--- config.mk ---
export PLATFORM = sky130hd
export DESIGN_NAME = mem_arbiter_flat
export DESIGN_NICKNAME = d
export VERILOG_FILES = /design/src/rtl/mem_arbiter_pkg.sv /design/src/rtl/mem_arbiter_if.sv /design/src/rtl/mem_arbiter_load_ext.sv /design/src/rtl/mem_arbiter.sv /design/src/flat_wrapper.sv
export SDC_FILE = /design/constraint.sdc
export NUM_CORES = 1
export LEC_CHECK = 0
export ABC_AREA = 1
export BUFFER_PORTS_ARGS = -buffer_cell sky130_fd_sc_hd__buf_2
export CELL_PAD_IN_SITES_DETAIL_PLACEMENT = 1
export CELL_PAD_IN_SITES_GLOBAL_PLACEMENT = 2
export CORE_ASPECT_RATIO = 1.4
export CORE_UTILIZATION = 24
export CTS_CLUSTER_DIAMETER = 30
export DETAILED_ROUTE_END_ITERATION = 10
export PLACE_DENSITY_LB_ADDON = 0.1
export SLEW_MARGIN = 0
export SYNTH_ARGS = -nofsm -noshare
export SYNTH_HDL_FRONTEND = slang
export SYNTH_SLANG_ARGS = --single-unit
--- constraint.sdc ---
create_clock -name clk -period 4 [get_ports clk]
set_input_delay 0.8 -clock clk [delete_from_list [all_inputs] [get_ports clk]]
set_output_delay 0.8 -clock clk [all_outputs]
set_load 0.02 [all_outputs]
--- src/rtl/mem_arbiter_pkg.sv ---
// Shared widths, load/store size codes and arbiter state encodings for mem_arbiter and the core.
package mem_arbiter_pkg;

  localparam int XLEN       = 32;
  localparam int ADDR_WIDTH = 32;
  localparam int SL_WIDTH   = 2;

  localparam logic [SL_WIDTH-1:0] SL_B = 2'd0;
  localparam logic [SL_WIDTH-1:0] SL_H = 2'd1;
  localparam logic [SL_WIDTH-1:0] SL_W = 2'd2;

  typedef enum logic [1:0] {
    ARB_IDLE  = 2'd0,
    ARB_ISSUE = 2'd1,
    ARB_WAIT  = 2'd2,
    ARB_RESP  = 2'd3
  } arb_state_e;

  typedef enum logic {
    OWN_IF = 1'b0,
    OWN_LS = 1'b1
  } owner_e;

  // Bytes never trap; halves need bit 0 clear, words need both low bits clear.
  function automatic logic is_misaligned(input logic [SL_WIDTH-1:0] size, input logic [1:0] lsb);
    logic r;
    r = 1'b0;
    case (size)
      SL_H:    r = lsb[0];
      SL_W:    r = (lsb != 2'b00);
      default: r = 1'b0;
    endcase
    return r;
  endfunction

endpackage

--- src/rtl/mem_arbiter_if.sv ---
// Request/response and RAM-port bundle of mem_arbiter; slave = arbiter side, master = core/RAM side.
interface mem_arbiter_if;
  import mem_arbiter_pkg::*;

  logic                  if_req_valid;
  logic                  if_req_ready;
  logic [ADDR_WIDTH-1:0] if_addr;
  logic                  if_rsp_valid;
  logic [XLEN-1:0]       if_rsp_data;
  logic                  if_rsp_err;

  logic                  ls_req_valid;
  logic                  ls_req_ready;
  logic                  ls_we;
  logic [ADDR_WIDTH-1:0] ls_addr;
  logic [SL_WIDTH-1:0]   ls_size;
  logic                  ls_unsigned;
  logic [XLEN-1:0]       ls_wdata;
  logic                  ls_rsp_valid;
  logic [XLEN-1:0]       ls_rsp_data;
  logic                  ls_rsp_err;

  logic                  mem_en;
  logic                  mem_we;
  logic [ADDR_WIDTH-1:0] mem_addr;
  logic [SL_WIDTH-1:0]   mem_size;
  logic [XLEN-1:0]       mem_wdata;
  logic [XLEN-1:0]       mem_rdata;

  modport slave (
    input  if_req_valid, if_addr,
    output if_req_ready, if_rsp_valid, if_rsp_data, if_rsp_err,
    input  ls_req_valid, ls_we, ls_addr, ls_size, ls_unsigned, ls_wdata,
    output ls_req_ready, ls_rsp_valid, ls_rsp_data, ls_rsp_err,
    output mem_en, mem_we, mem_addr, mem_size, mem_wdata,
    input  mem_rdata
  );

  modport master (
    output if_req_valid, if_addr,
    input  if_req_ready, if_rsp_valid, if_rsp_data, if_rsp_err,
    output ls_req_valid, ls_we, ls_addr, ls_size, ls_unsigned, ls_wdata,
    input  ls_req_ready, ls_rsp_valid, ls_rsp_data, ls_rsp_err,
    input  mem_en, mem_we, mem_addr, mem_size, mem_wdata,
    output mem_rdata
  );

endinterface

--- src/rtl/mem_arbiter_load_ext.sv ---
// Load extender: picks byte/half/word from the low lanes and sign- or zero-extends to XLEN.
// Purely combinational, no handshake.
module mem_arbiter_load_ext
  import mem_arbiter_pkg::*;
(
  input  logic [SL_WIDTH-1:0] i_size,
  input  logic                i_unsigned,
  input  logic [XLEN-1:0]     i_data,
  output logic [XLEN-1:0]     o_data
);

  always_comb begin
    o_data = i_data;
    case (i_size)
      SL_B:    o_data = {{(XLEN-8){~i_unsigned & i_data[7]}}, i_data[7:0]};
      SL_H:    o_data = {{(XLEN-16){~i_unsigned & i_data[15]}}, i_data[15:0]};
      default: o_data = i_data;
    endcase
  end

endmodule

--- src/rtl/mem_arbiter.sv ---
// Shares one RAM port between IF and LS (LS priority, starvation-bounded); handshake T -> rsp T+MEM_LAT+2,
// one access in flight, ready low outside IDLE, no response backpressure. MISALIGN_TRAP_EN traps misaligned requests.
module mem_arbiter
  import mem_arbiter_pkg::*;
#(
  parameter int MEM_LAT    = 2,
  parameter int STARVE_MAX = 4
) (
  input  logic         clk,
  input  logic         rst,
  mem_arbiter_if.slave bus
);

  localparam int CNT_W = $clog2(STARVE_MAX + 1);
  localparam int LAT_W = $clog2(MEM_LAT + 1);

  arb_state_e            r_state, w_next;
  owner_e                r_owner;
  logic [CNT_W-1:0]      r_starve;
  logic [LAT_W-1:0]      r_cnt;
  logic                  r_we;
  logic                  r_unsigned;
  logic [ADDR_WIDTH-1:0] r_addr;
  logic [SL_WIDTH-1:0]   r_size;
  logic [XLEN-1:0]       r_wdata;
  logic [XLEN-1:0]       r_rdata;
  logic [XLEN-1:0]       w_ext;

  logic                  w_grant_ls, w_grant_if, w_hs, w_misalign;
  logic [ADDR_WIDTH-1:0] w_sel_addr;
  logic [SL_WIDTH-1:0]   w_sel_size;

  // IF wins only once it has watched STARVE_MAX consecutive LS grants.
  assign w_grant_ls = bus.ls_req_valid && !(bus.if_req_valid && (r_starve == CNT_W'(STARVE_MAX)));
  assign w_grant_if = bus.if_req_valid && !w_grant_ls;
  assign w_hs       = (r_state == ARB_IDLE) && (w_grant_ls || w_grant_if);
  assign w_sel_addr = w_grant_ls ? bus.ls_addr : bus.if_addr;
  assign w_sel_size = w_grant_ls ? bus.ls_size : SL_W;

`ifdef MISALIGN_TRAP_EN
  logic r_err;
  assign w_misalign = is_misaligned(w_sel_size, w_sel_addr[1:0]);
`else
  assign w_misalign = 1'b0;
`endif

  always_comb begin
    w_next = r_state;
    case (r_state)
      ARB_IDLE:  if (w_hs) w_next = w_misalign ? ARB_RESP : ARB_ISSUE;
      ARB_ISSUE: w_next = ARB_WAIT;
      ARB_WAIT:  if (r_cnt == LAT_W'(1)) w_next = ARB_RESP;
      ARB_RESP:  w_next = ARB_IDLE;
      default:   w_next = ARB_IDLE;
    endcase
  end

  always_ff @(posedge clk) begin
    if (rst) begin
      r_state    <= ARB_IDLE;
      r_owner    <= OWN_IF;
      r_starve   <= '0;
      r_cnt      <= '0;
      r_we       <= 1'b0;
      r_unsigned <= 1'b0;
      r_addr     <= '0;
      r_size     <= SL_W;
      r_wdata    <= '0;
      r_rdata    <= '0;
`ifdef MISALIGN_TRAP_EN
      r_err      <= 1'b0;
`endif
    end else begin
      r_state <= w_next;
      if (w_hs) begin
        r_owner    <= w_grant_ls ? OWN_LS : OWN_IF;
        r_starve   <= (w_grant_ls && bus.if_req_valid) ? r_starve + CNT_W'(1) : '0;
        r_we       <= w_grant_ls && bus.ls_we;
        r_unsigned <= w_grant_ls && bus.ls_unsigned;
        r_addr     <= w_sel_addr;
        r_size     <= w_sel_size;
        r_wdata    <= w_grant_ls ? bus.ls_wdata : '0;
        r_rdata    <= '0;
`ifdef MISALIGN_TRAP_EN
        r_err      <= w_misalign;
`endif
      end
      if (r_state == ARB_ISSUE) begin
        r_cnt <= LAT_W'(MEM_LAT);
      end else if (r_state == ARB_WAIT) begin
        r_cnt <= r_cnt - LAT_W'(1);
        if (r_cnt == LAT_W'(1)) r_rdata <= r_we ? '0 : w_ext;
      end
    end
  end

  mem_arbiter_load_ext u_ext (
    .i_size     (r_size),
    .i_unsigned (r_unsigned),
    .i_data     (bus.mem_rdata),
    .o_data     (w_ext)
  );

  assign bus.ls_req_ready = (r_state == ARB_IDLE) && w_grant_ls;
  assign bus.if_req_ready = (r_state == ARB_IDLE) && w_grant_if;

  assign bus.mem_en    = (r_state == ARB_ISSUE);
  assign bus.mem_we    = (r_state == ARB_ISSUE) && r_we;
  assign bus.mem_addr  = (r_state == ARB_ISSUE) ? r_addr  : '0;
  assign bus.mem_size  = (r_state == ARB_ISSUE) ? r_size  : SL_W;
  assign bus.mem_wdata = (r_state == ARB_ISSUE) ? r_wdata : '0;

  assign bus.if_rsp_valid = (r_state == ARB_RESP) && (r_owner == OWN_IF);
  assign bus.ls_rsp_valid = (r_state == ARB_RESP) && (r_owner == OWN_LS);
  assign bus.if_rsp_data  = (r_owner == OWN_IF) ? r_rdata : '0;
  assign bus.ls_rsp_data  = (r_owner == OWN_LS) ? r_rdata : '0;

`ifdef MISALIGN_TRAP_EN
  assign bus.if_rsp_err = bus.if_rsp_valid && r_err;
  assign bus.ls_rsp_err = bus.ls_rsp_valid && r_err;
`else
  assign bus.if_rsp_err = 1'b0;
  assign bus.ls_rsp_err = 1'b0;
`endif

endmodule
--- src/flat_wrapper.sv ---
// flat-port wrapper written by rule: the top's interface ports become plain ports
module mem_arbiter_flat import mem_arbiter_pkg::*;
#(
  parameter int MEM_LAT    = 2,
  parameter int STARVE_MAX = 4
)
  (clk, rst, bus_if_req_valid, bus_if_addr, bus_if_req_ready, bus_if_rsp_valid, bus_if_rsp_data, bus_if_rsp_err, bus_ls_req_valid, bus_ls_we, bus_ls_addr, bus_ls_size, bus_ls_unsigned, bus_ls_wdata, bus_ls_req_ready, bus_ls_rsp_valid, bus_ls_rsp_data, bus_ls_rsp_err, bus_mem_en, bus_mem_we, bus_mem_addr, bus_mem_size, bus_mem_wdata, bus_mem_rdata);
  mem_arbiter_if bus_i ();
  input  logic clk;
  input  logic rst;
  input wire logic [$bits(bus_i.if_req_valid)-1:0] bus_if_req_valid;
  input wire logic [$bits(bus_i.if_addr)-1:0] bus_if_addr;
  output wire logic [$bits(bus_i.if_req_ready)-1:0] bus_if_req_ready;
  output wire logic [$bits(bus_i.if_rsp_valid)-1:0] bus_if_rsp_valid;
  output wire logic [$bits(bus_i.if_rsp_data)-1:0] bus_if_rsp_data;
  output wire logic [$bits(bus_i.if_rsp_err)-1:0] bus_if_rsp_err;
  input wire logic [$bits(bus_i.ls_req_valid)-1:0] bus_ls_req_valid;
  input wire logic [$bits(bus_i.ls_we)-1:0] bus_ls_we;
  input wire logic [$bits(bus_i.ls_addr)-1:0] bus_ls_addr;
  input wire logic [$bits(bus_i.ls_size)-1:0] bus_ls_size;
  input wire logic [$bits(bus_i.ls_unsigned)-1:0] bus_ls_unsigned;
  input wire logic [$bits(bus_i.ls_wdata)-1:0] bus_ls_wdata;
  output wire logic [$bits(bus_i.ls_req_ready)-1:0] bus_ls_req_ready;
  output wire logic [$bits(bus_i.ls_rsp_valid)-1:0] bus_ls_rsp_valid;
  output wire logic [$bits(bus_i.ls_rsp_data)-1:0] bus_ls_rsp_data;
  output wire logic [$bits(bus_i.ls_rsp_err)-1:0] bus_ls_rsp_err;
  output wire logic [$bits(bus_i.mem_en)-1:0] bus_mem_en;
  output wire logic [$bits(bus_i.mem_we)-1:0] bus_mem_we;
  output wire logic [$bits(bus_i.mem_addr)-1:0] bus_mem_addr;
  output wire logic [$bits(bus_i.mem_size)-1:0] bus_mem_size;
  output wire logic [$bits(bus_i.mem_wdata)-1:0] bus_mem_wdata;
  input wire logic [$bits(bus_i.mem_rdata)-1:0] bus_mem_rdata;
  assign bus_i.if_req_valid = bus_if_req_valid;
  assign bus_i.if_addr = bus_if_addr;
  assign bus_if_req_ready = bus_i.if_req_ready;
  assign bus_if_rsp_valid = bus_i.if_rsp_valid;
  assign bus_if_rsp_data = bus_i.if_rsp_data;
  assign bus_if_rsp_err = bus_i.if_rsp_err;
  assign bus_i.ls_req_valid = bus_ls_req_valid;
  assign bus_i.ls_we = bus_ls_we;
  assign bus_i.ls_addr = bus_ls_addr;
  assign bus_i.ls_size = bus_ls_size;
  assign bus_i.ls_unsigned = bus_ls_unsigned;
  assign bus_i.ls_wdata = bus_ls_wdata;
  assign bus_ls_req_ready = bus_i.ls_req_ready;
  assign bus_ls_rsp_valid = bus_i.ls_rsp_valid;
  assign bus_ls_rsp_data = bus_i.ls_rsp_data;
  assign bus_ls_rsp_err = bus_i.ls_rsp_err;
  assign bus_mem_en = bus_i.mem_en;
  assign bus_mem_we = bus_i.mem_we;
  assign bus_mem_addr = bus_i.mem_addr;
  assign bus_mem_size = bus_i.mem_size;
  assign bus_mem_wdata = bus_i.mem_wdata;
  assign bus_i.mem_rdata = bus_mem_rdata;
  mem_arbiter #(.MEM_LAT(MEM_LAT), .STARVE_MAX(STARVE_MAX)) u_core (.clk(clk), .rst(rst), .bus(bus_i));
endmodule
# [Word level (Yosys, flattened, before mapping)]
# Cells that the tools add are included.
[totals] word_cells=66 ff_bits=108 out_inout_bits=138
[op_classes] add_sub_neg=2 n_mux=21 reduce_logical=20 eq_ne=8 bitwise=4
[op_table] op="2-to-1 mux 32 bit" count=11
[op_table] op="one-hot mux 32 bit (2 select lines)" count=1
[op_table] op="logical AND 1 bit" count=12
[op_table] op="2-to-1 mux 2 bit" count=6
[op_table] op="one-hot mux 2 bit (4 select lines)" count=1
[op_table] op="equality test 2 x 1 -> 1 bit (second input constant)" count=3
[op_table] op="equality test 2 bit (second input constant)" count=2
[op_table] op="logical NOT 2 bit" count=2
[op_table] op="!= test 2 x 1 -> 1 bit (second input constant)" count=2
[op_table] op="adder 3 x 1 -> 3 bit (second input constant)" count=1
[op_table] op="equality test 3 bit (second input constant)" count=1
[op_table] op="2-to-1 mux 3 bit" count=1
[op_table] op="bitwise AND 1 bit" count=2
[op_table] op="logical NOT 1 bit" count=2
[op_table] op="NOT 1 bit" count=2
[op_table] op="AND reduction 2 bit" count=1
[op_table] op="nonzero test 2 bit" count=1
[op_table] op="OR reduction 2 bit" count=1
[op_table] op="subtractor 2 x 1 -> 2 bit (second input constant)" count=1
[op_table] op="logical OR 1 bit" count=1
[op_table] op="2-to-1 mux 1 bit" count=1

# [Depth between registers and ports, before layout]
# Gate-level depths: netlist of the first run.
[depth] depth_word=12 mapped_depth=11 ltp_nobuf=9

# [By module]
# From an unflattened synthesis of the first run, not the netlist that was laid out.
[hier_totals] cells_unflattened=1050 area_unflattened_um2=6439.9
[modules_own_cells] mod="mem_arbiter" area_each_um2=6035.8 cells_each=979 n_inst=1
[modules_own_cells] mod="mem_arbiter_load_ext" area_each_um2=404.1 cells_each=71 n_inst=1

# [Least setup slack after synthesis of the first run]
# No wires, ideal clock.
[synth_path] path_kind="input to output" from="input bus_if_req_valid" to="output bus_if_req_ready" n_path_buf=2 cell_stages=6 arrival_ps=1846 slack_ps=1354 cell_sequence="nand3_1 -> nand2_2 -> inv_1 -> buf_4 -> buf_2 -> nor3_1"
[synth_between] elab_chain_len=6
[synth_lines] item="start, declared" line="flat_wrapper.sv:11" source="input wire logic [$bits(bus_i.if_req_valid)-1:0] bus_if_req_valid;"
[synth_lines] item="logical AND 1 bit" line="mem_arbiter.sv:34" source="assign w_grant_ls = bus.ls_req_valid && !(bus.if_req_valid && (r_starve == CNT_W'(STARVE_MAX)));"
[synth_lines] item="logical NOT 1 bit" line="mem_arbiter.sv:34"
[synth_lines] item="logical AND 1 bit" line="mem_arbiter.sv:34"
[synth_lines] item="logical NOT 1 bit" line="mem_arbiter.sv:35" source="assign w_grant_if = bus.if_req_valid && !w_grant_ls;"
[synth_lines] item="logical AND 1 bit (*)" line="mem_arbiter.sv:35"
[synth_lines] item="logical AND 1 bit (*)" line="mem_arbiter.sv:105" source="assign bus.if_req_ready = (r_state == ARB_IDLE) && w_grant_if;"
[synth_lines] item="end, declared" line="flat_wrapper.sv:13" source="output wire logic [$bits(bus_i.if_req_ready)-1:0] bus_if_req_ready;"
# Every way passes the cells marked *; elsewhere a longest branch is shown, timed or not.

# [Worst setup path after layout of the first run]
[layout_path] from="register u_core.r_state[1]" to="output bus_mem_wdata[4]"
[layout_between] elab_chain_len=2
[layout_lines] item="start, declared" line="mem_arbiter.sv:17" source="arb_state_e r_state, w_next;"
[layout_lines] item="start signal, assigned" line="mem_arbiter.sv:74" source="r_state <= w_next;"
[layout_lines] item="equality test 2 x 1 -> 1 bit" line="mem_arbiter.sv:111" source="assign bus.mem_wdata = (r_state == ARB_ISSUE) ? r_wdata : '0;"
[layout_lines] item="2-to-1 mux 32 bit" line="mem_arbiter.sv:111"
[layout_lines] item="end, declared" line="flat_wrapper.sv:31" source="output wire logic [$bits(bus_i.mem_wdata)-1:0] bus_mem_wdata;"
# No other way between the ends.

==> results of run 1 <==
-- cell type report --
| cell class | instances | area (µm²) |
|---|---|---|
| multi-input combinational | 624 | 2690 |
| clock inverter | 6 | 45.0 |
| sequential | 108 | 2160 |
| fill | 3213 | 16400 |
| timing repair buffer | 281 | 1460 |
| clock buffer | 10 | 239 |
| inverter | 184 | 692 |
| tap | 310 | 388 |
-- power groups by stage --
stage,registers (mW),logic (mW),clock network (mW)
floorplan,1.39,1.35,0
global placement,1.48,1.73,0
detailed placement,1.49,1.74,0
CTS,1.46,1.75,0.927
global route,1.49,1.94,0.964
finish,1.45,1.68,0.877
-- cell usage in the layout (no fill, tap or decap) --
cell type	Yosys	routed
nand4_4	1	1
xor2_1	1	1
clkinv_2	0	3
ha_1	7	6
dfxtp_2	0	1
a21oi_1	69	69
buf_2	14	270
buf_4	7	9
o21ai_0	11	11
conb_1	1	2
clkbuf_8	0	1
nor2_1	137	137
buf_12	0	2
nand2_1	284	284
o21ai_1	2	2
nand3b_1	1	1
a31oi_1	1	1
o22ai_1	1	1
inv_2	6	6
ha_2	0	1
nor3_1	2	2
xnor2_1	1	1
o211ai_1	1	1
nand3_2	1	1
clkinv_4	0	1
inv_6	0	3
inv_1	178	177
dfxtp_1	108	107
nand3_1	99	99
nand2_2	3	3
clkbuf_16	0	9
-- per-stage QoR --
stage,worst slack [ns],cells
after floorplan,1.35,981
after global placement,1.28,1507
after detailed placement,1.29,1507
after CTS,1.06,1523
after global routing,0.956,1523
final,1.17,1523
-- worst paths after layout --
path	end	slack, ns	startpoint
setup reg to reg	u_core.r_rdata[1]$_SDFF_PP0_	1.71	u_core.r_state[1]$_SDFFE_PP0P_
hold reg to reg	u_core.r_wdata[19]$_SDFFE_PP0P_	0.47	u_core.r_wdata[19]$_SDFFE_PP0P_
setup / recovery	bus_mem_wdata[4]	1.17	u_core.r_state[1]$_SDFFE_PP0P_
hold / removal	u_core.r_wdata[19]$_SDFFE_PP0P_	0.47	u_core.r_wdata[19]$_SDFFE_PP0P_
-- flip-flops by register name, indices dropped and copies added (netlist names) --
register and count:
u_core.r_owner 1, u_core.r_unsigned 1, u_core.r_starve 3, u_core.r_we 1, u_core.r_wdata 32, u_core.r_size 2, u_core.r_state 2, u_core.r_cnt 2
u_core.r_addr 32, u_core.r_rdata 32
-- synthesized netlist by cell type, drive strengths merged --
cell type,n
nand2,287
clkbuf,29
a21oi,69
o211ai,1
nand3,100
nor3,2
inv,184
a31oi,1
nand3b,1
ha,7
xnor2,1
buf,36
xor2,1
conb,1
nor2,137
o22ai,1
nand4,1
o21ai,13
dfxtp,108
-- worst max-delay path: stages (launching register included) --
cell and delay (ns):
dfxtp_1 0.33, inv_1 0.10, ha_2 0.64, buf_12 0.29, nand2_1 0.08, inv_1 0.07
buf_2 0.16
-- per-layer routing --
layer  vias to the layer above  share of wire, %
li1                       3360                 -
met1                      2963                42
met2                       151                51
met3                        12               6.1
met4                         2               1.0
met5                         -             0.049
-- cell families after synthesis --
logic type	synth area share [%]
adders and majority gates	1.48
AOI/OAI and AO/OA	7.30
and+or+nand+nor	36.3
DFF	36.7
xor gates and xnor gates	0.297
other	0.0636
buffers and inverters	17.9
==> qor.yml, run 1 <==
gr-usage-met2_pct: 30.6
synthToLayoutAreaGrowth_pct: 30.1
wl_per_cell_um: 13.4
drc: 0
start_util_pct: 24.5
grt_use_total_pct: 16.3
n_antenna_cell: 0
gr-usage-met3_pct: 4.34
status: "completed"
synth_top_area_share_pct: 36.7
required_ns: 3.20
port_buffers: 271
r2r_cells: 8
drv_slew: 0
drive_above_1_share_pct: 25.6
fin_nets: 1351
cts_buffers: 9
clk_pin_slew_ns: 0.08
postCtsSetupBuffers: 0
netSwitchingPower_mw: 1.77
via_per_inst: 4.26
grt.overflow.total: 0
hpwl_um: 14500
dr.pass1.iters: 4
ir_drop_mv: 0.298
seqPwrFrac_pct: 36.2
core_um2: 24100
finish.instance_area_um2: 7670
dr.first_iter.drc_count: 194
combPwrFrac_pct: 42.0
clockRootBuffer: "clkbuf_16"
post-route-util_pct: 31.9
holdPathStages: 2
final.min_clock_period_ns: 2.83
ant_nets: 0
grt_max_degree: 72
finalCritPeriodShare_pct: 70.8
hp-class: "reg2reg"
synth_top_cell_by_area: "dfxtp_1"
top_usage_layer: "met2"
cts.path.max_buffers: 2
finalWeightedCongestion: 0.698
ioPinCount: 274
drv_cap: 0
ys_types: 26
worst-setup-path-type: "reg2out"
grt_pass1_vias: 6480
grt_pass1_wl_um: 32700
p_per_area_nw_per_um2: 523
yosys_register_bits: 108
syn_area_um2: 5900
worst_pin_slew_ns: 1.14
post_cts_resized: 0
num_vias: 6488
tns_ns: 0
cts.sinks: 108
row_count: 67
p_clk_share_pct: 21.8
holdWs_ns: 0.468
hold_buffers: 0
setup_violations: 0
synth_warnings: 0
cp_max_fo: 39
timing.fmax_mhz: 353
switching_share_pct: 44.0
synthTopCellsByArea: "dfxtp_1 (37%), nand2_1 (18%), inv_1 (11%)"
critical_path_arrival_ns: 2.03
startpoint_type: "register"
cp-end-kind: "primary output"
syn_inst: 980
die_w_um: 134
rsz0062_at_grt: "no"
antenna_found_initial: 1
worstSkewPairLatency_ns: 0.35
synth_area_per_cell_um2: 6.02
die_h_um: 187
drt-total-wl_um: 20400
p_leak_nw: 4.66
finalPower_mw: 4.02
dpl-instance-area_um2: 7390
slew_headroom_pct: 23.9
die_area_um2: 25200
htreeDepth: 3
met1_usage_pct: 18.0
cts_tree: "done"
finalHoldViolCount: 0
p_int_mw: 2.25
ys_seq_area_share_pct: 36.7
skew_ns: 0.0109
Power figures use the tool's default switching activity.
==> run 2: changes to the inputs <==
--- a/config.mk
+++ b/config.mk
@@ -5,12 +5,12 @@
 export SDC_FILE = /design/constraint.sdc
 export NUM_CORES = 1
 export LEC_CHECK = 0
-export ABC_AREA = 1
+export ABC_AREA = 0
 export BUFFER_PORTS_ARGS = -buffer_cell sky130_fd_sc_hd__buf_2
 export CELL_PAD_IN_SITES_DETAIL_PLACEMENT = 1
 export CELL_PAD_IN_SITES_GLOBAL_PLACEMENT = 2
 export CORE_ASPECT_RATIO = 1.4
-export CORE_UTILIZATION = 24
+export CORE_UTILIZATION = 23
 export CTS_CLUSTER_DIAMETER = 30
 export DETAILED_ROUTE_END_ITERATION = 10
 export PLACE_DENSITY_LB_ADDON = 0.1
==> constraint.sdc (replaced) <==
create_clock -name clk -period 2.4 [get_ports clk]
set_input_delay 0.48 -clock clk [delete_from_list [all_inputs] [get_ports clk]]
set_output_delay 0.48 -clock clk [all_outputs]
set_load 0.02 [all_outputs]
==> qor.yml, run 2 <==
via_per_inst: 4.67  # was 4.26
cts.sinks: 108  # unchanged
p_per_area_nw_per_um2: 814  # was 523 nW/µm²
drv_slew: 0  # unchanged
r2r_slack_ns: 0.61  # was 1.71 ns
dr.pass1.iters: 4  # unchanged
synthToLayoutAreaGrowth_pct: 34.7  # was 30.1%
cp-end-kind: "primary output"  # unchanged
ys_types: 39  # was 26
drive_above_1_share_pct: 35.1  # was 25.6%
p_int_mw: 3.84  # was 2.25 mW
die_area_um2: 25400  # was 25200 µm²
timing.rr.start: "u_core.r_state[1]$_SDFFE_PP0P_"  # unchanged
setup_violations: 0  # unchanged
slew_headroom_pct: 55.6  # was 23.9%
r2r-end: "u_core.r_rdata[31]$_SDFF_PP0_"  # was u_core.r_rdata[1]$_SDFF_PP0_
finalCritPeriodShare_pct: 91.2
finish.instance_area_um2: 7690  # was 7670 µm²
ant_nets: 0  # unchanged
synth_most_common_cell: "dfxtp_1"  # was nand2_1
wl_per_cell_um: 16.9  # was 13.4 µm
synth_ff_type: "dfxtp_1"  # unchanged
startpoint_type: "register"  # unchanged
synthTopCellsByArea: "dfxtp_1 (38%), and2_1 (11%), nor2b_1 (5.5%)"  # was dfxtp_1 (37%), nand2_1 (18%), inv_1 (11%)
skew_ns: 0.0103  # was 0.0109 ns
grt_pass1_vias: 6009  # was 6480
ir_drop_mv: 0.352  # was 0.298 mV
worst-setup-path-type: "reg2out"  # unchanged
crit_family: "buffers and inverters"  # was adder cells
ioPinCount: 274  # unchanged
path_cells: "inv_1 -> ha_2 -> buf_4 -> and2_1 -> buf_2"  # was inv_1 -> ha_2 -> buf_12 -> nand2_1 -> inv_1 -> buf_2
finalWeightedCongestion: 0.693  # was 0.698
dr.first_iter.drc_count: 191  # was 194
path_buf_inv: 3  # was 4
slowest_stage: "dfxtp_1"  # was ha_2
seqPwrFrac_pct: 37.9  # was 36.2%
required_ns: 1.92  # was 3.20 ns
hp-class: "in2reg"  # was reg2reg
p_clk_share_pct: 25.9  # was 21.8%
drt-total-wl_um: 21200  # was 20400 µm
r2r_cells: 5  # was 8
die_w_um: 135  # was 134 µm
synth-edff-count: 0  # unchanged
drc: 0  # unchanged
final.min_clock_period_ns: 2.19
rsz0062_at_grt: "no"  # unchanged
final_common_cell: "buf_2"  # was nand2_1
synth_top_area_share_pct: 37.9  # was 36.7%
cpPeakStageDelay_ns: 0.35  # was 0.64 ns
clockRootBuffer: "clkbuf_16"  # unchanged
combPwrFrac_pct: 36.2  # was 42.0%
synth_top_cell_by_area: "dfxtp_1"  # unchanged
drv_cap: 0  # unchanged
start_util_pct: 23.6  # was 24.5%
switching_share_pct: 38.6  # was 44.0%
ys_seq_area_share_pct: 37.9  # was 36.7%
synth_area_per_cell_um2: 8.07  # was 6.02 µm²
yosys_register_bits: 108  # unchanged
syn_area_um2: 5700  # was 5900 µm²
cts_buffers: 9  # unchanged
finalHoldViolCount: 0  # unchanged
p_leak_nw: 3.48  # was 4.66 nW
cp_max_fo: 22  # was 39
grt_use_total_pct: 16.6  # was 16.3%
tns_ns: 0  # unchanged
fill_cells: 2994  # was 3213
grt_max_degree: 66  # was 72
timing.fmax_mhz: 457
largestRegisters: "u_core.r_addr x32, u_core.r_rdata x32, u_core.r_wdata x32"  # unchanged
grt_pass1_wl_um: 33100  # was 32700 µm
critical_path_arrival_ns: 1.71  # was 2.03 ns
whs_endpoint: "u_core.r_rdata[4]$_SDFF_PP0_"  # was u_core.r_wdata[19]$_SDFFE_PP0P_
htreeDepth: 3  # unchanged
cts.path.max_buffers: 2  # unchanged
antenna_found_initial: 3  # was 1
hpwl_um: 14500  # about the same
fin_nets: 1077  # was 1351
hold_buffers: 0  # unchanged
worst_pin_slew_ns: 0.663  # was 1.14 ns
netSwitchingPower_mw: 2.41  # was 1.77 mW
die_h_um: 188  # was 187 µm
port_buffers: 271  # unchanged
core_um2: 24100  # about the same
min_from: "bus_mem_rdata[4]"  # was u_core.r_wdata[19]$_SDFFE_PP0P_
async_reset_ff_share_pct: 0  # unchanged
holdPathStages: 3  # was 2
row_count: 67  # unchanged
status: "completed"  # unchanged
final_cell_mix: "buf_2 (270), dfxtp_1 (107), and2_1 (99)"  # was nand2_1 (284), buf_2 (270), inv_1 (177)
synth_warnings: 0  # unchanged
grt.overflow.total: 0  # unchanged
syn_inst: 707  # was 980
synthTopCellsByCount: "dfxtp_1 (108), and2_1 (99), clkbuf_1 (50), nor2b_1 (50), a21oi_1 (48)"  # was nand2_1 (284), inv_1 (178), nor2_1 (137)
cts_tree: "done"  # unchanged
num_vias: 5837  # was 6488
dpl-instance-area_um2: 7370  # was 7390 µm²
clk_pin_slew_ns: 0.08  # about the same
post_cts_resized: 0  # unchanged
postCtsSetupBuffers: 0  # unchanged
worstSkewPairLatency_ns: 0.35  # about the same
[run 2: cell count changes after synthesis, sizes merged, moves of 11 or more]
cell / delta
o32ai: +16
nor2: -92
inv: -178
nand2: -248
nand2b: +18
a21oi: -21
o21a: +11
nor2b: +50
clkbuf: +23
nand3: -58
nand4: +34
and2: +99
a311oi: +32
o21ai: +28
[run 2: how the worst max path moves through the flow]
stage	from	endpoint	slack (ns)	cells after the start
final	u_core.r_state[1]$_SDFFE_PP0P_	bus_mem_size[0]	0.21	5
after global routing	u_core.r_state[1]$_SDFFE_PP0P_	bus_mem_wdata[31]	0.07	5
after CTS	u_core.r_state[1]$_SDFFE_PP0P_	bus_mem_size[0]	0.13	5
after detailed placement	u_core.r_state[1]$_SDFFE_PP0P_	bus_mem_size[0]	0.54	5
after global placement	u_core.r_state[1]$_SDFFE_PP0P_	bus_mem_size[0]	0.53	5
after floorplan	u_core.r_state[1]$_SDFFE_PP0P_	bus_mem_addr[12]	0.45	5
[run 2: power by group through the flow]
stage	sequential [mW]	clock [mW]	combinational (mW)
global placement	2.42	0	2.31
global route	2.43	1.77	2.52
finish	2.37	1.62	2.27
floorplan	2.30	0	1.58
CTS	2.38	1.70	2.33
detailed placement	2.42	0	2.33
[run 2: logic make-up after synthesis]
family | share of synthesized area, %
AND/OR/NAND/NOR | 33.4
buffers and inverters | 6.49
XOR/XNOR | 0.154
adder cells (fa/ha/maj) | 1.54
other | 0.0657
AO/OA/AOI/OAI | 20.3
multiplexers | 0.197
flip-flops | 37.9
[run 2: through the flow]
step / util [%] / instances / power [mW] / setup slack (ns) / hold WS [ns]
after floorplan: - / 708 / 3.88 / 0.447 / 0.427
after global placement: 30.5 / 1233 / 4.73 / 0.529 / 0.435
after detailed placement: 30.5 / 1233 / 4.74 / 0.536 / 0.442
after CTS: 31.8 / 1249 / 6.41 / 0.130 / 0.333
after global routing: 31.8 / 1249 / 6.72 / 0.0689 / 0.350
final: 31.8 / 1250 / 6.26 / 0.212 / 0.349
[run 2: metal layers]
| metal | global-route usage [%] | routed length [µm] | vias up |
|---|---|---|---|
| li1 | - | - | 2919 |
| met1 | 20.2 | 9120 | 2722 |
| met2 | 28.5 | 10400 | 176 |
| met3 | 3.95 | 1290 | 18 |
| met4 | 5.10 | 329 | 2 |
| met5 | 0 | 13 | - |
[run 2: final cells by class]
type / instances / area (µm²) / area share, %
Timing Repair Buffer: 294 / 1610 / 20.9
Clock buffer: 10 / 239 / 3.11
Sequential cell: 108 / 2160 / 28.1
Clock inverter: 6 / 71.3 / 0.928
Inverter: 6 / 22.5 / 0.293
Multi-Input combinational cell: 515 / 3190 / 41.5
Antenna cell: 1 / 2.50 / 0.0326
Tap cell: 310 / 388 / 5.05
[run 2: tightest hold or removal path, delay by kind of cell]
| kind | cells | cell delay [ns] |
|---|---|---|
| simple gates | 1 | 0.07 |
| buf+inv | 1 | 0.07 |
| compound gates | 1 | 0.05 |
